$ cat src/rtl/pc_fetch_unit.sv
// Program-counter stage feeding the instruction memory: next-PC selection for
// sequential / beq / j flow, stall, halt-on-self-jump, range fault and retire counter.
module pc_fetch_unit #(
  parameter int ADDR_W     = 32,
  parameter int IMEM_DEPTH = 32,
  parameter int RESET_PC   = 0
) (
  input  logic              clk,
  input  logic              rst,
  input  logic              stall,
  input  logic [31:0]       instr_in,
  input  logic              alu_zero,
  output logic [ADDR_W-1:0] pc_out,
  output logic [ADDR_W-1:0] pc_plus1,
  output logic              branch_taken,
  output logic              jump_taken,
  output logic              halted,
  output logic              fault,
  output logic [31:0]       instr_count
);

  // state  | meaning
  // S_BOOT | first cycle after reset; PC held while memory presents word 0
  // S_RUN  | normal fetch, one instruction retired per unstalled edge
  // S_HALT | terminal (self-jump or fault); everything frozen until rst
  localparam logic [1:0] S_BOOT = 2'd0;
  localparam logic [1:0] S_RUN  = 2'd1;
  localparam logic [1:0] S_HALT = 2'd2;

  localparam logic [5:0]        OP_J       = 6'b000010;
  localparam logic [5:0]        OP_BEQ     = 6'b000100;
  localparam logic [ADDR_W-1:0] L_RESET_PC = ADDR_W'(RESET_PC);
  localparam logic [ADDR_W-1:0] L_DEPTH    = ADDR_W'(IMEM_DEPTH);
  localparam logic [ADDR_W-1:0] L_ONE      = ADDR_W'(1);
  localparam logic [31:0]       CNT_MAX    = 32'hFFFF_FFFF;

  logic [1:0]        r_state;
  logic [ADDR_W-1:0] r_pc;
  logic              r_fault;
  logic [31:0]       r_count;

  logic [5:0]        w_op;
  logic              w_is_j;
  logic              w_is_beq;
  logic              w_in_run;
  logic              w_take_beq;
  logic [ADDR_W-1:0] w_pc_plus1;
  logic [ADDR_W-1:0] w_j_target;
  logic [ADDR_W-1:0] w_br_offset;
  logic [ADDR_W-1:0] w_br_target;
  logic [ADDR_W-1:0] w_next_pc;
  logic              w_out_of_range;
  logic              w_self_jump;

  logic [1:0]        w_state_d;
  logic [ADDR_W-1:0] w_pc_d;
  logic              w_fault_d;
  logic              w_retire;

  assign w_op       = instr_in[31:26];
  assign w_is_j     = (w_op == OP_J);
  assign w_is_beq   = (w_op == OP_BEQ);
  assign w_in_run   = (r_state == S_RUN);
  assign w_take_beq = w_is_beq & alu_zero;

  assign w_pc_plus1  = r_pc + L_ONE;
  assign w_j_target  = {{(ADDR_W-26){1'b0}}, instr_in[25:0]};
  assign w_br_offset = {{(ADDR_W-16){instr_in[15]}}, instr_in[15:0]};
  assign w_br_target = w_pc_plus1 + w_br_offset;

  // j wins over beq; both addresses wrap modulo 2^ADDR_W before the range check
  always_comb begin
    w_next_pc = w_pc_plus1;
    if (w_is_j)
      w_next_pc = w_j_target;
    else if (w_take_beq)
      w_next_pc = w_br_target;
  end

  assign w_out_of_range = (w_next_pc >= L_DEPTH);
  assign w_self_jump    = w_is_j & (w_j_target == r_pc);

  always_comb begin
    w_state_d = r_state;
    w_pc_d    = r_pc;
    w_fault_d = r_fault;
    w_retire  = 1'b0;
    case (r_state)
      S_BOOT: w_state_d = S_RUN;
      S_RUN: begin
        if (!stall) begin
          // an illegal target faults even if it would also be a self-jump
          if (w_out_of_range) begin
            w_fault_d = 1'b1;
            w_state_d = S_HALT;
          end else if (w_self_jump) begin
            w_retire  = 1'b1;
            w_state_d = S_HALT;
          end else begin
            w_pc_d   = w_next_pc;
            w_retire = 1'b1;
          end
        end
      end
      default: w_state_d = r_state;
    endcase
  end

  always_ff @(posedge clk) begin
    if (rst) begin
      r_state <= S_BOOT;
      r_pc    <= L_RESET_PC;
      r_fault <= 1'b0;
      r_count <= '0;
    end else begin
      r_state <= w_state_d;
      r_pc    <= w_pc_d;
      r_fault <= w_fault_d;
      if (w_retire && (r_count != CNT_MAX))
        r_count <= r_count + 32'd1;
    end
  end

  assign pc_out       = r_pc;
  assign pc_plus1     = w_pc_plus1;
  assign branch_taken = w_in_run & w_take_beq;
  assign jump_taken   = w_in_run & w_is_j;
  assign halted       = (r_state == S_HALT);
  assign fault        = r_fault;
  assign instr_count  = r_count;

endmodule

$ cat config.mk
export PLATFORM = sky130hd
export DESIGN_NAME = pc_fetch_unit
export DESIGN_NICKNAME = d
export VERILOG_FILES = /design/src/rtl/pc_fetch_unit.sv
export SDC_FILE = /design/constraint.sdc
export NUM_CORES = 1
export LEC_CHECK = 0
export ABC_AREA = 1
export CAP_MARGIN = 10
export CORE_AREA = 3 3 150 152
export CTS_CLUSTER_DIAMETER = 120
export DETAILED_ROUTE_END_ITERATION = 6
export DIE_AREA = 0 0 153 155
export GPL_TIMING_DRIVEN = 0
export PLACE_DENSITY = 0.65
export SYNTH_ARGS = -nofsm -noshare
export SYNTH_HDL_FRONTEND = slang
export SYNTH_SLANG_ARGS = --single-unit
$ cat constraint.sdc
create_clock -name clk -period 4.7 [get_ports clk]
set_clock_uncertainty 0.1 [all_clocks]
set_input_delay 1.175 -clock clk [delete_from_list [all_inputs] [get_ports clk]]
set_output_delay 1.175 -clock clk [all_outputs]
set_load 0.005 [all_outputs]
# Word-level counts from Yosys, hierarchy flattened
# Cells that the tools add are included.
[classes]
add_sub_neg = 3
multipliers = 0
div = 0
magnitude_cmp = 1
n_eq_ne = 8
n_shift = 0
n_mux = 9
bitwise = 7
reduce_logical = 6
[op_table]
columns = ["op", "n"]
rows = [
  ["adder 32 x 1 -> 32 bit, second input constant", 2],
  ["2-to-1 mux 32 bit", 2],
  ["adder 32 bit", 1],
  ["== test 26 x 32 -> 1 bit", 1],
  [">= comparator 32 x 6 -> 1 bit, second input constant", 1],
  ["!= test 32 bit, second input constant", 1],
  ["== test 6 x 2 -> 1 bit, second input constant", 1],
  ["== test 6 x 3 -> 1 bit, second input constant", 1],
  ["2-to-1 mux 2 bit", 3],
  ["AND reduction 3 bit", 2],
  ["AND 1 bit", 4],
  ["one-hot mux 2 bit (2 select lines)", 1],
  ["AND reduction 4 bit", 1],
  ["2-to-1 mux 1 bit", 3],
  ["!= test 3 x 1 -> 1 bit, second input constant", 1],
  ["NOT 1 bit", 3],
  ["== test 2 x 1 -> 1 bit, second input constant", 1],
  ["== test 2 bit, second input constant", 1],
  ["zero test 2 bit", 1],
  ["!= test 2 bit, second input constant", 1],
  ["nonzero test 2 bit", 1],
  ["logical AND 1 bit", 1],
]
[word_totals]
register_bits = 67
latch_bits = 0
ram_bits = 0
mem_bits_ro = 0
input_bits = 36
out_inout_bits = 100
elab_cells = 38
mem_count = 0

# Longest topological paths before layout
[logic_depth]
ltp_word = 9
ltp_mapped = 31
depth_no_buf = 29

# Worst setup path after synthesis
# OpenSTA, ideal clock, no wires.
[synth_timing]
path_kind = "input port to flip-flop"
from = "in instr_in[0]"
to = "reg r_pc[10] (netlist: pc_out[10])"
setup_ps = 130
arrival_ps = 3377
t_required_ps = 4470
path_slack_ps = 1093
cell_stages = 21
n_path_buf = 1
path_cell_list = "ha_1 -> fa_1 -> nand2_1 -> nand2_1 -> nand3_1 -> nand2_1 -> nand2_1 -> nand2_1 -> nand2_1 -> nand2_1 -> nand2_1 -> nand3_1 -> nand2_1 -> nand2_1 -> nor2_1 -> nand3_2 -> nor2_4 -> nand4_4 -> inv_2 -> buf_4 -> nor3_1"
[synth_via]
elab_chain_cells = 6
word_cells_on_any_way = 9
cone_classes = "add/sub (1); order compare (1); eq/ne (1); mux (2); bitwise (3); reduce/logical (1)"
[synth_lines]
columns = ["item", "line_no", "text"]
rows = [
  ["start, declared", "11", "input logic [31:0] instr_in,"],
  ["adder 32 bit", "69", "assign w_br_target = w_pc_plus1 + w_br_offset;"],
  ["2-to-1 mux 32 bit", "76", "else if (w_take_beq)"],
  ["2-to-1 mux 32 bit", "74", "if (w_is_j)"],
  [">= comparator 32 x 6 -> 1 bit", "80", "assign w_out_of_range = (w_next_pc >= L_DEPTH);"],
  ["NOT 1 bit (no source line)", "-", ""],
  ["AND reduction 4 bit (no source line)", "-", ""],
  ["end signal, assigned", "117", "r_pc <= w_pc_d;"],
  ["end, declared", "38", "logic [ADDR_W-1:0] r_pc;"],
]
# Parallel ways exist; a longest one is shown, timed or not.
# A chain may end at the register's enable or synchronous reset.

# Worst setup path in the final report
[layout_timing]
from = "in instr_in[27]"
to = "out jump_taken"
[layout_via]
elab_chain_cells = 2
[layout_lines]
columns = ["item", "line_no", "text"]
rows = [
  ["== test 6 x 2 -> 1 bit", "61", "assign w_is_j = (w_op == OP_J);"],
  ["AND 1 bit", "127", "assign jump_taken = w_in_run & w_is_j;"],
  ["end, declared", "16", "output logic jump_taken,"],
]
# No other way between the ends.

==> flow_summary.ini <==
[grt]
use_met2 = 0.389
antenna_found_initial = 0
grt_pass1_wl_um = 46900
grt_max_degree = 20
globalRouteMet3Util = 0.0289
grt_pass1_vias = 8579
grt_util_all_layers = 0.248
overflow = 0
grt_util_met1 = 0.351
grt_busiest_layer = met2

[clock_tree]
h-tree-depth = 3
clkLatencyLatePin_ns = 0.33
cts.sinks = 67
cts_tree = built
clkSlewWorstSetupHoldPaths_ns = 0.05
cts_buffers = 9
ctsRootBufferMaster = clkbuf_16
cts_max_path_buffers = 2

[routing]
num_vias = 9353
routedWlPerCell_um = 16.4
vias_per_cell = 5.06
ant_nets = 0
drt_wl_total_um = 30400
drtIter0Drc = 626
drt-pass1-iter-count = 5
drc = 0

[timing]
min_period_ns = 4.49
setup_viol = 0
finalCritPeriodShare = 0.955
worst-slew-pin-transition_ns = 0.689
rsz0062_at_grt = false
drv_slew = 0
fmax_mhz = 223
slew_headroom = 0.540
whs_ns = 0.382
hold_violations = 0
fin_tns_setup_ns = 0

[yosys]
syn_area_per_cell_um2 = 5.49
synth_area_um2 = 7800
synthMuxAreaShare = 0
synth-seq-cells = 67
seq_area_frac_synth = 0.172
synth_nets = 1493
synth_top_family_by_area = simple AND/OR/NAND/NOR gates
yosysUniqueCellTypes = 40
synth_edf_count = 0
synth-xor-area-share = 0.0741
synth_fa_ha_area_frac = 0.0587
ys_async_sr_fraction = 0
ys_warn_count = 0
ys.flop_type = dfxtp_1
synth_compound_area_frac = 0.0638
synthSimpleGateAreaFrac = 0.496
synthCells = 1421

[critical_path]
r2r_end = pc_out[26]
cp-start-kind = input pin
path_max_fanout = 19
reg2reg_depth = 26
r2r_slack_ns = 0.32
r2r-start = pc_out[9]
cp.required_ns = 3.42
end_kind = primary output
critPathArrivalTime_ns = 3.21
path_class = input pin to primary output

[die]
core-area_um2 = 21200
dieArea_um2 = 23700
die_h_um = 155
start_util = 0.369
io_pins = 136
rows = 53
die_w_um = 153

[worst_hold_path]
whs_endpoint = fault
holdCritPathClass = register to register
hold_start = fault
hold-path-cell-count = 2

[final_layout]
drive_gt1_frac = 0.0622
synthToLayoutAreaGrowth_pct = 28.2
nets = 1642
diodes = 0

[power]
p_per_area_nw_per_um2 = 162
vdd_drop_max_uv = 171
p_leak_nw = 4.72

[placement]
place_hpwl_um = 25600
port_buffers = 134
place.gp.congestion = 0.981

[run]
maxCapViolCount = 0

[run_status]
outcome = complete, no violations
## critical path, stage by stage
cell	delay, ns
clkdlybuf4s50_1	0.47
nor3b_1	0.25
nand3_2	0.24
buf_2	0.32
nor2_1	0.22
clkdlybuf4s50_1	0.54
## cell usage in the layout (no fill, tap or decap), drive strengths merged
cell / netlist / layout
fa: 1 / 1
ha: 35 / 35
nand3b: 8 / 8
clkbuf: 15 / 25
inv: 229 / 229
nor4: 12 / 12
a31oi: 2 / 2
bufinv: 0 / 1
nor2: 141 / 141
clkdlybuf4s15: 0 / 1
a21boi: 4 / 4
or2: 10 / 10
clkdlybuf4s50: 0 / 133
o21ai: 13 / 13
o21bai: 6 / 6
or4: 1 / 1
clkinv: 2 / 6
and2: 7 / 7
nand2: 495 / 495
dfxtp: 67 / 67
xor2: 54 / 54
nand4: 54 / 54
a21oi: 66 / 66
a21o: 1 / 1
nor3b: 4 / 4
and3: 1 / 1
xnor2: 12 / 12
buf: 22 / 27
nor3: 54 / 54
o211ai: 1 / 1
nand3: 104 / 104
## cells by family after synthesis
kind of cell,after synthesis
DFF,67
xor gates and xnor gates,66
AOI/OAI and AO/OA,93
buffers and inverters,268
adders and majority gates,36
and+or+nand+nor,891
## flip-flops by register name, indices dropped and copies added, names as in the netlist
name	count
r_state	2
instr_count	32
fault	1
pc_out	32
## cells in the mapped netlist (all sizes together) (2+ instances only)
cell / count / share of area
nor3: 54 / 0.036
nor4: 12 / 0.0096
o21ai: 13 / 0.0083
a31oi: 2 / 0.0016
xnor2: 12 / 0.013
ha: 35 / 0.056
nand3b: 8 / 0.0077
clkbuf: 15 / 0.0072
and2: 7 / 0.0056
nand3: 104 / 0.069
a21oi: 66 / 0.042
a21boi: 4 / 0.0038
nor2: 141 / 0.072
buf: 22 / 0.017
nand2: 495 / 0.24
clkinv: 2 / 0.00096
dfxtp: 67 / 0.17
or2: 10 / 0.0080
nand4: 54 / 0.045
inv: 229 / 0.11
nor3b: 4 / 0.0038
xor2: 54 / 0.061
o21bai: 6 / 0.0058
## how the worst max path moves through the flow
stage / from / end / slack [ns] / cells after the start
final: instr_in[27] / jump_taken / 0.21 / 6
after global routing: pc_out[9] / pc_out[18] / 0.002 / 26
after CTS: pc_out[1] / pc_out[20] / 0.02 / 23
after detailed placement: instr_in[15] / pc_out[20] / -0.75 / 18
after global placement: instr_in[15] / pc_out[24] / -0.75 / 18
after floorplan: instr_in[0] / pc_out[10] / 1.09 / 21
## per-stage QoR
step / worst slack (ns) / util / power [mW] / cells / cell area [um2]
detailed placement: -0.754 / 0.449 / 0.950 / 1830 / 9490
CTS: 0.0235 / 0.463 / 1.61 / 1845 / 9790
global placement: -0.753 / 0.449 / 0.946 / 1830 / 9490
global route: 0.00239 / 0.473 / 1.70 / 1850 / 10000
floorplan: 1.09 / - / 0.807 / 1421 / 7800
finish: 0.211 / 0.473 / 1.62 / 1850 / 10000
## layout make-up
class	instances	area (um2)
buffer	35	180
clock buffer	11	233
clock inverter	5	53.8
fill	2297	11200
inverter	231	870
multi-input combinational	1086	5560
sequential	67	1350
tap	275	344
timing repair buffer	140	1410
## layer usage
| metal | routed length [um] | vias up |
|---|---|---|
| met2 | 13300 | 331 |
| met1 | 14200 | 4187 |
| met5 | 0 | - |
| li1 | - | 4785 |
| met4 | 988 | 0 |
| met3 | 2020 | 50 |
## report_power, final
group	internal [mW]	total [mW]	switching [mW]
clock network	0.409	0.658	0.249
logic	0.152	0.380	0.228
registers	0.577	0.587	0.0101
## timing repair
action                                  in CTS  in global routing
hold buffers                                 0                  0
buffers inserted                             0                  6
endpoints found under the setup margin      68                 68
pin swaps                                    0                  5
resized for setup                            6                 37
Power figures use the tool's default switching activity.
